===== src/rtl/lsu_pkg.sv =====
// Shared definitions for the load/store unit: RV32I load/store funct3
// encodings, the RMW FSM state type and the fixed data width.
package lsu_pkg;

  localparam int XLEN = 32;

  localparam logic [2:0] F3_B  = 3'b000;
  localparam logic [2:0] F3_H  = 3'b001;
  localparam logic [2:0] F3_W  = 3'b010;
  localparam logic [2:0] F3_BU = 3'b100;
  localparam logic [2:0] F3_HU = 3'b101;

  typedef enum logic {
    IDLE   = 1'b0,
    RMW_WR = 1'b1
  } lsu_state_t;

endpackage


===== src/rtl/lsu_byte_lane.sv =====
// Combinational lane logic for the load/store unit.
// Store side: merges the right-aligned store data into the target byte or
// halfword lane of the word read from memory.
// Load side: extracts the target lane and sign- or zero-extends it.
// Halfword lanes are selected by addr_lo[1] only, so a halfword access is
// always forced onto an aligned lane; word accesses ignore addr_lo.
module lsu_byte_lane
  import lsu_pkg::*;
(
  input  logic [2:0]      funct3,
  input  logic [1:0]      addr_lo,
  input  logic [XLEN-1:0] rdata,
  input  logic [XLEN-1:0] wdata,
  output logic [XLEN-1:0] st_word,
  output logic [XLEN-1:0] ld_word
);

  logic [7:0]  lane_b;
  logic [15:0] lane_h;

  // Lane merge for stores and lane extract/extend for loads.
  always_comb begin
    // NOTE: every output gets a default first so no path through the case
    // leaves a value unassigned, which would otherwise infer a latch.
    st_word = wdata;
    ld_word = rdata;
    lane_b  = rdata[{addr_lo, 3'b000} +: 8];
    lane_h  = rdata[{addr_lo[1], 4'b0000} +: 16];
    case (funct3[1:0])
      2'b00: begin
        st_word                         = rdata;
        st_word[{addr_lo, 3'b000} +: 8] = wdata[7:0];
        ld_word = funct3[2] ? {24'b0, lane_b} : {{24{lane_b[7]}}, lane_b};
      end
      2'b01: begin
        st_word                              = rdata;
        st_word[{addr_lo[1], 4'b0000} +: 16] = wdata[15:0];
        ld_word = funct3[2] ? {16'b0, lane_h} : {{16{lane_h[15]}}, lane_h};
      end
      default: begin
        st_word = wdata;
        ld_word = rdata;
      end
    endcase
  end

endmodule


===== src/rtl/lsu_subword_rmw.sv =====
// RV32I load/store unit in front of a word-only data memory.
// Loads: one combinational read, lane extract/extend, result registered.
// SW: single-cycle write. SB/SH: read + merge in IDLE (stalling the
// pipeline), then the merged word is written from registers in RMW_WR.
// Optional build macro LSU_MISALIGN_CHECK_EN: misaligned halfword/word
// accesses raise err instead of being forced onto an aligned lane.
module lsu_subword_rmw
  import lsu_pkg::*;
#(
  parameter int ADDR_WIDTH = 32,
  parameter int DAT_WIDTH  = 32
) (
  input  logic                  clk,
  input  logic                  rst_n,
  input  logic                  req_valid,
  input  logic                  req_write,
  input  logic [2:0]            req_funct3,
  input  logic [ADDR_WIDTH-1:0] req_addr,
  input  logic [DAT_WIDTH-1:0]  req_wdata,
  output logic                  stall,
  output logic                  ld_valid,
  output logic [DAT_WIDTH-1:0]  ld_data,
  output logic                  err,
  output logic [ADDR_WIDTH-1:0] mem_addr,
  output logic [DAT_WIDTH-1:0]  mem_wdata,
  output logic                  mem_write,
  output logic                  mem_read,
  input  logic [DAT_WIDTH-1:0]  mem_rdata
);

  lsu_state_t            state_q, state_d;
  logic [DAT_WIDTH-1:0]  ld_data_q, ld_data_d;
  logic                  ld_valid_q, ld_valid_d;
  logic                  err_q, err_d;
  logic [DAT_WIDTH-1:0]  merge_q, merge_d;
  logic [ADDR_WIDTH-1:0] waddr_q, waddr_d;

  logic                  f3_legal;
  logic                  misaligned;
  logic                  req_ok;
  logic                  is_word;
  logic [ADDR_WIDTH-1:0] word_idx;
  logic [DAT_WIDTH-1:0]  lane_st_word;
  logic [DAT_WIDTH-1:0]  lane_ld_word;

  assign word_idx = {2'b00, req_addr[ADDR_WIDTH-1:2]};
  assign is_word  = (req_funct3 == F3_W);
  assign req_ok   = f3_legal && !misaligned;

  lsu_byte_lane u_lane (
    .funct3  (req_funct3),
    .addr_lo (req_addr[1:0]),
    .rdata   (mem_rdata),
    .wdata   (req_wdata),
    .st_word (lane_st_word),
    .ld_word (lane_ld_word)
  );

  // Request legality: unsigned variants exist only for loads, plus optional
  // alignment checking.
  always_comb begin
    case (req_funct3)
      F3_B, F3_H, F3_W: f3_legal = 1'b1;
      F3_BU, F3_HU:     f3_legal = !req_write;
      default:          f3_legal = 1'b0;
    endcase
`ifdef LSU_MISALIGN_CHECK_EN
    misaligned = ((req_funct3[1:0] == 2'b01) && req_addr[0]) ||
                 ((req_funct3[1:0] == 2'b10) && (req_addr[1:0] != 2'b00));
`else
    misaligned = 1'b0;
`endif
  end

  // State register.
  always_ff @(posedge clk) begin
    // NOTE: reset is synchronous, so it is only tested inside the clocked
    // block; all sequential state uses non-blocking assignments.
    if (!rst_n) state_q <= IDLE;
    else        state_q <= state_d;
  end

  // Next-state logic: only a legal sub-word store enters RMW_WR, which
  // always lasts exactly one cycle.
  always_comb begin
    state_d = state_q;
    case (state_q)
      IDLE:    if (req_valid && req_ok && req_write && !is_word) state_d = RMW_WR;
      RMW_WR:  state_d = IDLE;
      default: state_d = IDLE;
    endcase
  end

  // Output and datapath next-state logic; memory strobes are gated by reset.
  always_comb begin
    mem_read   = 1'b0;
    mem_write  = 1'b0;
    stall      = 1'b0;
    mem_addr   = word_idx;
    mem_wdata  = req_wdata;
    ld_valid_d = 1'b0;
    ld_data_d  = ld_data_q;
    err_d      = 1'b0;
    merge_d    = merge_q;
    waddr_d    = waddr_q;
    case (state_q)
      IDLE: begin
        if (req_valid) begin
          if (!req_ok) begin
            err_d = 1'b1;
          end else if (!req_write) begin
            mem_read   = 1'b1;
            ld_valid_d = 1'b1;
            ld_data_d  = lane_ld_word;
          end else if (is_word) begin
            mem_write = 1'b1;
          end else begin
            mem_read = 1'b1;
            stall    = 1'b1;
            merge_d  = lane_st_word;
            waddr_d  = word_idx;
          end
        end
      end
      RMW_WR: begin
        mem_write = 1'b1;
        mem_addr  = waddr_q;
        mem_wdata = merge_q;
      end
      default: ;
    endcase
    if (!rst_n) begin
      mem_read  = 1'b0;
      mem_write = 1'b0;
      stall     = 1'b0;
    end
  end

  // Load result, status pulses and RMW merge registers.
  always_ff @(posedge clk) begin
    if (!rst_n) begin
      ld_data_q  <= '0;
      ld_valid_q <= 1'b0;
      err_q      <= 1'b0;
      // NOTE: the merge registers are plain flops, not a memory array, so
      // they are reset like any other state to keep outputs deterministic.
      merge_q    <= '0;
      waddr_q    <= '0;
    end else begin
      ld_data_q  <= ld_data_d;
      ld_valid_q <= ld_valid_d;
      err_q      <= err_d;
      merge_q    <= merge_d;
      waddr_q    <= waddr_d;
    end
  end

  assign ld_data  = ld_data_q;
  assign ld_valid = ld_valid_q;
  assign err      = err_q;

endmodule


===== config.mk =====
export PLATFORM = sky130hd
export DESIGN_NAME = lsu_subword_rmw
export DESIGN_NICKNAME = d
export VERILOG_FILES = /design/src/rtl/lsu_pkg.sv /design/src/rtl/lsu_byte_lane.sv /design/src/rtl/lsu_subword_rmw.sv
export SDC_FILE = /design/constraint.sdc
export NUM_CORES = 1
export LEC_CHECK = 0
export CAP_MARGIN = 20
export CORE_ASPECT_RATIO = 0.75
export CORE_UTILIZATION = 45
export CTS_BUF_LIST = sky130_fd_sc_hd__clkbuf_4 sky130_fd_sc_hd__clkbuf_8
export CTS_CLUSTER_DIAMETER = 30
export CTS_CLUSTER_SIZE = 12
export DETAILED_ROUTE_END_ITERATION = 10
export PLACE_DENSITY_LB_ADDON = 0.15
export SLEW_MARGIN = 20
export SYNTH_ARGS = -nofsm -noshare
export SYNTH_HDL_FRONTEND = slang
export SYNTH_SLANG_ARGS = --single-unit

===== constraint.sdc =====
create_clock -name clk -period 3.92 [get_ports clk]
set_clock_uncertainty 0.05 [all_clocks]
set_input_delay 0.784 -clock clk [delete_from_list [all_inputs] [get_ports clk]]
set_output_delay 0.784 -clock clk [all_outputs]
set_load 0.03 [all_outputs]

==> After elaboration in Yosys (flattened, before gate mapping) <==
Index checks and enable logic that the tools add are counted.
{ "totals": {"regBits": 97, "input_bits": 103, "output_inout_bits": 101, "word_cells": 68} }
{ "classes": {"n_addsub": 2, "eq_ne": 5, "n_shift": 6, "n_mux": 30, "bitwise_logic": 6, "n_reduce_logical": 13} }
{ "op_table": {"columns": ["op", "n"], "rows": [
  ["$pmux 32 s2", 2],
  ["$mux 32", 3],
  ["$bwmux 32", 2],
  ["$shift 16x7->32 const A", 1],
  ["$shift 8x7->32 const A", 1],
  ["$shiftx 16x7->32", 1],
  ["$shiftx 32x6->16", 1],
  ["$shiftx 32x6->8", 1],
  ["$shiftx 8x7->32", 1],
  ["$mux 30", 1],
  ["$mux 1", 19],
  ["$neg 5->7", 2],
  ["$eq 3x3->1 const B", 2],
  ["$not 1->1", 6],
  ["$pmux 1 s2", 3],
  ["$reduce_or 3->1", 2],
  ["$reduce_and 5->1", 1],
  ["$reduce_and 4->1", 1],
  ["$reduce_or 4->1", 1],
  ["$eq 3x1->1 const B", 1],
  ["$eq 3x2->1 const B", 1],
  ["$logic_and 1x1->1", 3],
  ["$logic_not 3->1", 1],
  ["$eq 2x1->1 const B", 1],
  ["3 further kinds", 4]
]} }

==> Logic depth before layout (Yosys ltp) <==
Gate-level depths: netlist of the first run.
{ "depth": {"word_depth": 8, "mapped_depth": 10, "ltp_nobuf": 6} }

==> Modules after synthesis <==
Synthesis of the first run repeated with hierarchy kept, for this count alone.
{ "unflattened": {"cells_unflattened": 747, "hier_area_um2": 6358.6} }
{ "modules_own_cells": {"columns": ["module", "instances", "cells_per_inst", "area_each_um2"], "rows": [
  ["lsu_subword_rmw", 1, 499, 4640.7],
  ["lsu_byte_lane", 1, 248, 1717.9]
]} }

==> Least setup slack after synthesis of the first run <==
No wires, ideal clock.
{ "synth_path": {"kind": "input port to flip-flop", "start": "in req_addr[1]", "end": "reg merge_q[24]", "setup_time_ps": 131, "t_arrival_ps": 2591, "t_required_ps": 3739, "slack_ps": 1148, "stages": 10, "path_buffers": 4, "cell_sequence": "buf_6 > clkinv_1 > clkbuf_1 > ha_1 > buf_2 > nor2b_1 > clkbuf_1 > a32o_1 > a222oi_1 > a21oi_1"} }
{ "synth_between": {"elab_chain_len": 4} }
{ "synth_rtl": {"columns": ["item", "line", "rtl"], "rows": [
  ["start: declaration", "lsu_subword_rmw.sv:18", "input logic [ADDR_WIDTH-1:0] req_addr,"],
  ["$neg 5->7, on equally long branches", "lsu_byte_lane.sv:37, lsu_byte_lane.sv:32", null],
  ["$shiftx 16x7->32 (tied with other cells)", "lsu_byte_lane.sv:37", "st_word[{addr_lo[1], 4'b0000} +: 16] = wdata[15:0];"],
  ["$bwmux 32, on equally long branches", "lsu_byte_lane.sv:37, lsu_byte_lane.sv:32", null],
  ["$pmux 32 s2 *", "lsu_byte_lane.sv:29", "case (funct3[1:0])"],
  ["end signal: assignment", "lsu_subword_rmw.sv:153", "merge_q <= merge_d;"],
  ["end: declaration", "lsu_subword_rmw.sv:35", "logic [DAT_WIDTH-1:0] merge_q, merge_d;"]
]} }
Every way passes the cells marked *; elsewhere a longest branch is shown, timed or not.
A chain may end at the register's enable or synchronous reset.

==> Final worst setup path of the first run <==
{ "layout_path": {"start": "in req_funct3[1]", "end": "out stall"} }
{ "layout_between": {"elab_chain_len": 7} }
{ "layout_rtl": {"columns": ["item", "line", "rtl"], "rows": [
  ["start: declaration", "lsu_subword_rmw.sv:17", "input logic [2:0] req_funct3,"],
  ["$eq 3x2->1 (tied with other cells)", "lsu_subword_rmw.sv:47, lsu_subword_rmw.sv:62", null],
  ["$reduce_or 3->1 (tied with other cells)", "lsu_subword_rmw.sv:62", "case (req_funct3)"],
  ["$pmux 1 s2 or $mux 1 (tied branches)", "lsu_subword_rmw.sv:62, lsu_subword_rmw.sv:111", null],
  ["$mux 1 *", "lsu_subword_rmw.sv:109", "if (!req_ok) begin"],
  ["$mux 1 *", "lsu_subword_rmw.sv:108", "if (req_valid) begin"],
  ["$mux 1 *", "lsu_subword_rmw.sv:106", "case (state_q)"],
  ["$mux 1 *", "lsu_subword_rmw.sv:132", "if (!rst_n) begin"],
  ["end: declaration", "lsu_subword_rmw.sv:20", "output logic stall,"]
]} }
Marks and branches as above.

==> summary.txt, run 1 <==
Status
  • Status: finished, final reports clean

Clock tree
  • Htree depth: 3
  • CTS buffer count: 9
  • Hold-fix buffer count after cts: 0
  • Post_cts resized: 0
  • Clock transition at path regs: 90 ps
  • Postcts setup bufs: 0
  • Root buf cell: clkbuf_8
  • CTS tree: yes
  • Bufs on Longest Clock Path: 2
  • Worst skew pair latency: 370 ps
  • Clock sink count: 97

Finish
  • Fin nets: 970
  • Commonest non-fill, non-tap cell in the layout: clkdlybuf4s50_1
  • Share of post-route cells with drive strength above 1: 15.1%
  • P&R area growth vs syn: 38.9%
  • Antenna cells: 0
  • Layout Cells excl Fill: 1033
  • Most frequent cells in the layout: clkdlybuf4s50_1, nand2_1, dfxtp_1, mux2_2, o21ai_0
  • FILL cells: 1056

Yosys
  • Cell count after synthesis: 701
  • Post-synth cell types: 51
  • Primary FF master, synth: dfxtp_1
  • Syn avg cell area: 8.36 um2
  • Register area share after synthesis: 33.1%
  • Cell area after synthesis: 5860 um2
  • Ys Warns: 0
  • Number of enable flip-flop cells after synthesis: 0
  • Synth async-reset ratio: 0%
  • #FFs+latches synth: 97

STA
  • Tcrit/Tclk final: 84.1%
  • Post-layout min period: 3300 ps
  • RSZ-0062 raised after global routing: no
  • Max-slew violation count: 0
  • Final worst slack: 624 ps
  • Final hold vios: 0
  • Slew @ Worst Pin: 1250 ps
  • Maximum clock frequency: 303 MHz
  • Rel. slew slack: 15.4%
  • # setup viols final: 0
  • Setup TNS: 0 ps

Setup path
  • CP cell instances: clkdlybuf4s50_1 > buf_4 > nor2_2 > and3_2 > and2_1 > buf_4
  • Worst stage delay on the critical path: 480 ps
  • Worst-path maximum fanout: 48
  • Critical path arrival: 2460 ps
  • Reg2reg setup slack: 1690 ps
  • FF-to-FF Start: state_q
  • Most numerous cell on the critical path: buf_4
  • FF-to-FF End: waddr_q[25]
  • CP required: 3090 ps
  • Reg2reg path depth: 5
  • Crit-path slowest cell: clkdlybuf4s50_1
  • Worst Setup Path Type: in2out
  • Worst Setup Start Kind: input port
  • CP Capture Type: primary output

GRT
  • Initial antenna violation count: 0
  • Vias in the first global route: 5794
  • GRT Residual Overflow: 0
  • First-pass GRT wire length: 32000 um
  • Largest net degree at the start of global routing: 101
  • Total track usage: 30.8%

Job
  • Max-Cap Viols: 0

Floorplanning
  • Die area: 13500 um2
  • Number of core rows: 35
  • Io pins: 204
  • Die Ht: 101 um
  • Core area: 12500 um2
  • Initial Utilization: 46.9%
  • Die W: 134 um

Place
  • Post-detail-place hpwl: 14900 um
  • Placed Instances: 1017
  • Port bufs: 201
  • RePlAce Congestion: 0.990
  • Post-placement setup slack: 592 ps

Detailed routing
  • Vias: 6143
  • Avg WL per Cell: 20.2 um
  • Final wirelength: 20900 um
  • DRT antenna net count: 0
  • DRT iter0 DRCs: 622
  • DRC: 0
  • DRT Pass-1 Iters: 7
  • Vias per cell: 5.95

Hold path
  • Hold Path Class: reg2reg
  • Hold Crit Start: waddr_q[7]
  • Hold EP: waddr_q[7]
  • WHS Path Cells: 2

Power and ir drop
  • Leakage: 3.02 nW
  • Power Density: 310 nW/um2
  • Peak supply drop: 177 uV
[worst max-delay path, delay by kind of cell]
family / cells / cell delay [ps]
buffers and inverters: 3 / 1090
AND/OR/NAND/NOR: 3 / 580
[per-stage QoR]
step	hold WS (ps)	power (W)	utilization, %	instance area [um2]
2_1_floorplan	390	0.00146	-	5860
3_3_place_gp	399	0.00178	63.4	7910
3_5_place_dp	408	0.00178	63.4	7910
4_1_cts	423	0.00252	65.2	8140
5_1_grt	452	0.00261	65.2	8140
6_report	423	0.00252	65.2	8140
[registers in the layout, indices dropped and copies added (netlist names)]
register	flops
ld_data	32
merge_q	32
waddr_q	30
state_q	1
err	1
ld_valid	1
[final cells by class]
class / instances / area [um2] / area share [%]
Timing Repair Buffer: 219 / 2150 / 26.4
Tap cell: 166 / 208 / 2.55
Clock inverter: 6 / 90.1 / 1.11
Inverter: 24 / 90.1 / 1.11
Clock buffer: 10 / 131 / 1.61
Multi-Input combinational cell: 511 / 3530 / 43.3
Sequential cell: 97 / 1940 / 23.9
[synthesized netlist by cell type (10+ instances only)]
cell / number / area (um2)
dfxtp_1: 97 / 1940
nand2_1: 97 / 364
mux2_2: 69 / 777
o21ai_0: 67 / 335
clkbuf_1: 35 / 131
nor2_1: 35 / 131
a21boi_0: 31 / 233
a21oi_1: 30 / 150
a221oi_1: 22 / 193
a22o_1: 22 / 193
buf_2: 22 / 110
inv_1: 22 / 82.6
mux2i_1: 15 / 150
o22ai_1: 11 / 68.8
a21oi_2: 10 / 87.6
nand3_1: 10 / 50.1
[routing by layer]
layer | share of wire [%] | global-route usage [%] | vias to the layer above
li1 | - | - | 2888
met1 | 45 | 42.8 | 2920
met2 | 44 | 47.7 | 308
met3 | 9.7 | 7.04 | 27
met4 | 1.3 | 8.30 | 0
met5 | 0 | 0 | -
[power by group]
part           internal, W  total (W)  switching [W]  leakage [nW]
registers          0.00102    0.00104      0.0000204         0.790
clock network     0.000369   0.000747       0.000377         0.110
logic             0.000326   0.000730       0.000404          2.12
[cell families after synthesis]
group,Yosys count,synth area share (%)
compound gates,241,28.7
fa+ha+maj,5,1.07
buf+inv,94,6.94
flops,97,33.1
mux,88,17.0
other cells,1,0.0640
simple gates,175,13.1
[worst max path at each step]
stage                        startpoint          end  depth (start not counted)
after global placement      req_addr[1]   merge_q[0]                          9
after global routing      req_funct3[1]        stall                          6
final                     req_funct3[1]        stall                          6
after CTS                 req_funct3[1]        stall                          6
after detailed placement    req_addr[1]   merge_q[2]                          9
after floorplan             req_addr[1]  merge_q[24]                         10
Power figures use the tool's default switching activity.
==> run 2, diff against run 1 <==
- CORE_UTILIZATION: 45 -> 43
- clock period: 3.92 -> 2.7 ns (I/O delays scaled with it)
==> run 2 against run 1 <==
Critical path depth is 3 lower. Design area is 4.8% higher. Power is 40% higher. Critical endpoint is now mem_wdata[11]. Clock power is 18% higher. Largest cell class unchanged. Worst setup slack worse by 540 ps. First-iteration DRC count is 17% lower. Combinational power is 56% higher. Highest routed layer unchanged. Critical path type is now reg2out. Worst hold slack worse by 15 ps.
==> summary.txt, run 2 (synthesis gave the netlist of run 1 again) <==
Status
  • Status: finished, final reports clean

Detailed routing
  • Final wirelength: 21500 um
  • Avg WL per Cell: 19.9 um
  • DRC: 0
  • Vias: 6348
  • DRT Pass-1 Iters: 5
  • DRT iter0 DRCs: 518
  • DRT antenna net count: 0
  • Vias per cell: 5.86

Clock tree
  • CTS buffer count: 9
  • Clock transition at path regs: 100 ps
  • CTS tree: yes
  • Htree depth: 3
  • Postcts setup bufs: 0
  • Bufs on Longest Clock Path: 2
  • Worst skew pair latency: 370 ps
  • Clock sink count: 97
  • Post_cts resized: 1
  • Hold-fix buffer count after cts: 0
  • Root buf cell: clkbuf_8

STA
  • Setup TNS: 0 ps
  • RSZ-0062 raised after global routing: no
  • Final hold vios: 0
  • Slew @ Worst Pin: 601 ps
  • Rel. slew slack: 59.9%
  • Maximum clock frequency: 383 MHz
  • Post-layout min period: 2610 ps
  • Max-slew violation count: 0
  • Final worst slack: 87.8 ps
  • Tcrit/Tclk final: 96.7%
  • # setup viols final: 0

GRT
  • Vias in the first global route: 5840
  • Initial antenna violation count: 0
  • GRT Residual Overflow: 0
  • Total track usage: 30.1%
  • First-pass GRT wire length: 31900 um
  • Largest net degree at the start of global routing: 72

Power and ir drop
  • Peak supply drop: 313 uV
  • Power, Total: 0.00353 W
  • Leakage: 3.28 nW
  • Power Density: 414 nW/um2

Finish
  • Core Util, Final: 64.9%
  • Most frequent cells in the layout: clkdlybuf4s50_1, nand2_1, dfxtp_1, mux2_2, o21ai_0
  • Layout Cells excl Fill: 1083
  • Fin nets: 1015
  • Commonest non-fill, non-tap cell in the layout: clkdlybuf4s50_1
  • Share of post-route cells with drive strength above 1: 20.1%
  • Antenna cells: 0
  • FILL cells: 1121
  • P&R area growth vs syn: 45.6%

Place
  • Port bufs: 201
  • Placed Instances: 1067
  • Post-placement setup slack: -42.2 ps
  • Post-detail-place hpwl: 15900 um
  • RePlAce Congestion: 0.957

Setup path
  • CP Capture Type: primary output
  • Critical path arrival: 2020 ps
  • CP required: 2110 ps
  • Worst Setup Start Kind: register
  • Worst-path maximum fanout: 16
  • Worst Setup Path Type: reg2out

Floorplanning
  • Io pins: 204
  • Core area: 13200 um2
  • Die W: 137 um
  • Die Ht: 103 um
  • Die area: 14100 um2
  • Initial Utilization: 44.5%
  • Number of core rows: 36

Job
  • Max-Cap Viols: 0

Hold path
  • Hold Path Class: in2reg
[run 2: cell count changes in the layout (fill, tap and decap cells not counted)]
cell,before,now
nor2b_2,1,0
bufinv_16,2,0
dlygate4sd2_1,0,1
buf_4,19,62
clkdlybuf4s50_1,198,189
clkinv_2,1,3
nor2b_1,4,5
clkinv_4,1,0
clkbuf_4,1,2
buf_12,1,11
[run 2: worst paths after layout]
kind / start / end / slack [ps] / depth (start not counted)
max: state_q / mem_wdata[11] / 90 / 3
max reg2reg: state_q / merge_q[14] / 900 / 7
min reg2reg: waddr_q[23] / waddr_q[23] / 410 / 2
min: rst_n / err / 410 / 3
[run 2: final cells by class]
type	count	area (um2)	area share, %
Timing Repair Buffer	264	2590	30.4
Sequential cell	97	1940	22.8
Multi-Input combinational cell	511	3520	41.3
Clock buffer	11	139	1.63
Inverter	24	90.1	1.06
Clock inverter	5	31.3	0.367
Tap cell	171	214	2.51
[run 2: per-stage QoR]
step                hold WS, ps  instance area (um2)
CTS                         381                 8530
global route                394                 8530
global placement            397                 8360
finish                      408                 8530
floorplan                   390                 5860
detailed placement          406                 8360
[run 2: power by group]
part           switching, W  internal [W]  leakage [nW]
sequential        0.0000281       0.00149         0.790
combinational      0.000607      0.000530          2.40
clock              0.000524      0.000355        0.0903
[run 2: routing by layer]
| layer | GRT usage, % | wire (um) |
|---|---|---|
| met5 | 0 | 0 |
| met4 | 8.96 | 456 |
| met3 | 8.36 | 2210 |
| met2 | 45.3 | 9380 |
| met1 | 41.6 | 9480 |
[run 2: worst max-delay path: stages, from the launching register on]
cell,delay [ps]
dfxtp_2,370
buf_4,280
mux2_2,400
clkdlybuf4s50_1,600
==> run 3, diff against run 2 <==
- CORE_UTILIZATION: 43 -> 45
- DONT_BUFFER_PORTS: default -> 1
- SKIP_CTS_REPAIR_TIMING: default -> 1
==> run 3 against run 2 <==
Sequential share of layout area is 9.3 points higher. Critical path type unchanged. Core utilization fell by 16 points. Maximum frequency is 20% higher.
==> summary.txt, run 3 (synthesis gave the netlist of run 1 again) <==
Finish
  • Antenna cells: 0
  • Multi-input gate area: 3530 um2
  • Cell area after layout: 6050 um2
  • Share of post-route cells with drive strength above 1: 18.2%
  • Fin nets: 762
  • P&R area growth vs syn: 3.27%
  • FILL cells: 1233
  • Commonest non-fill, non-tap cell in the layout: nand2_1
  • Most frequent cells in the layout: nand2_1, dfxtp_1, mux2_2, o21ai_0, nor2_1
  • Register cell area after layout: 1940 um2

Place
  • Placed instance area: 5860 um2
  • Port bufs: 0
  • RePlAce Congestion: 0.955
  • Post-detail-place hpwl: 13800 um

Detailed routing
  • Final wirelength: 19600 um
  • DRC: 0
  • Vias per cell: 6.43
  • Avg WL per Cell: 23.8 um
  • DRT iter0 DRCs: 530
  • DRT antenna net count: 0
  • Vias: 5298
  • DRT Pass-1 Iters: 8

Floorplanning
  • Core area: 12500 um2
  • Die Ht: 101 um
  • Die W: 134 um
  • Io pins: 204
  • Die area: 13500 um2
  • Number of core rows: 35
  • Initial Utilization: 46.9%

Setup path
  • Worst-path maximum fanout: 65
  • Critical path arrival: 1590 ps
  • Reg2reg path depth: 5
  • CP required: 2110 ps
  • FF-to-FF End: merge_q[2]
  • Reg2reg setup slack: 770 ps
  • Worst Setup Path Type: reg2out
  • FF-to-FF Start: state_q
  • Worst Setup Start Kind: register
  • CP Capture Type: primary output

GRT
  • Total track usage: 28.7%
  • First-pass GRT wire length: 29600 um
  • GRT Residual Overflow: 0
  • Largest net degree at the start of global routing: 102
  • Initial antenna violation count: 0
  • Vias in the first global route: 5014

Power and ir drop
  • Peak supply drop: 225 uV
  • Leakage: 2.20 nW
  • Power Density: 510 nW/um2

STA
  • # setup viols final: 0
  • Rel. slew slack: 48.9%
  • Maximum clock frequency: 459 MHz
  • Final hold vios: 0
  • Post-layout min period: 2180 ps
  • Max-slew violation count: 0
  • Slew @ Worst Pin: 763 ps
  • RSZ-0062 raised after global routing: no
  • Tcrit/Tclk final: 80.7%
  • Setup TNS: 0 ps

Hold path
  • Hold Path Class: in2reg
  • Hold EP: ld_data[23]
  • WHS Path Cells: 2
  • Hold Crit Start: req_funct3[1]

Clock tree
  • CTS buffer count: 9
  • CTS tree: yes
  • Bufs on Longest Clock Path: 2
  • Clock transition at path regs: 100 ps
  • Root buf cell: clkbuf_8
  • Clock sink count: 97
  • Htree depth: 3
  • Worst skew pair latency: 380 ps

Job
  • Max-Cap Viols: 0

Status
  • Status: finished, final reports clean
==> run 3: cell types whose count changed in the layout (fill, tap and decap cells not counted), sizes merged <==
cell and delta:
clkbuf -2, dlygate4sd2 -1, buf -63, bufinv +1, clkdlybuf4s50 -189, clkinv -1
inv +1
==> run 3: area by class of cell <==
type | count | share of cell area (%)
Timing Repair Buffer | 11 | 1.57
Multi-Input combinational cell | 511 | 58.3
Inverter | 24 | 1.49
Tap cell | 166 | 3.43
Clock buffer | 9 | 2.05
Clock inverter | 6 | 1.08
Sequential cell | 97 | 32.1
==> run 3: power breakdown <==
group / switching (W) / internal [W] / total (W)
Combinational: 0.000342 / 0.000207 / 0.000550
Clock: 0.000532 / 0.000427 / 0.000959
Sequential: 0.0000915 / 0.00149 / 0.00158
==> run 3: worst max-delay path by stage <==
stage | startpoint | endpoint | cells after the start
global placement | req_addr[0] | merge_q[2] | 7
CTS | state_q | mem_wdata[1] | 2
detailed placement | req_addr[0] | merge_q[2] | 7
floorplan | req_addr[1] | merge_q[25] | 10
finish | state_q | mem_wdata[1] | 2
global route | state_q | mem_wdata[1] | 2
==> run 3: through the flow <==
step	hold slack, ps	util (%)	instances	worst slack, ps	total power (W)
2_1_floorplan	390	-	702	172	0.00212
3_3_place_gp	395	46.9	809	389	0.00215
3_5_place_dp	402	47.0	809	341	0.00216
4_1_cts	219	48.5	824	498	0.00312
5_1_grt	231	48.5	824	463	0.00321
6_report	243	48.5	824	521	0.00309
==> run 3: worst max-delay path, cell delays in order (launching register included) <==
cell	delay [ps]
dfxtp_2	360
buf_12	290
mux2_2	490
==> run 3: routing by layer <==
metal	global-route usage, %	wire, um	vias up
met2	42.2	8430	276
met4	7.95	352	0
li1	-	-	2462
met3	10.6	2430	32
met1	39.1	8370	2528
met5	0	0	-
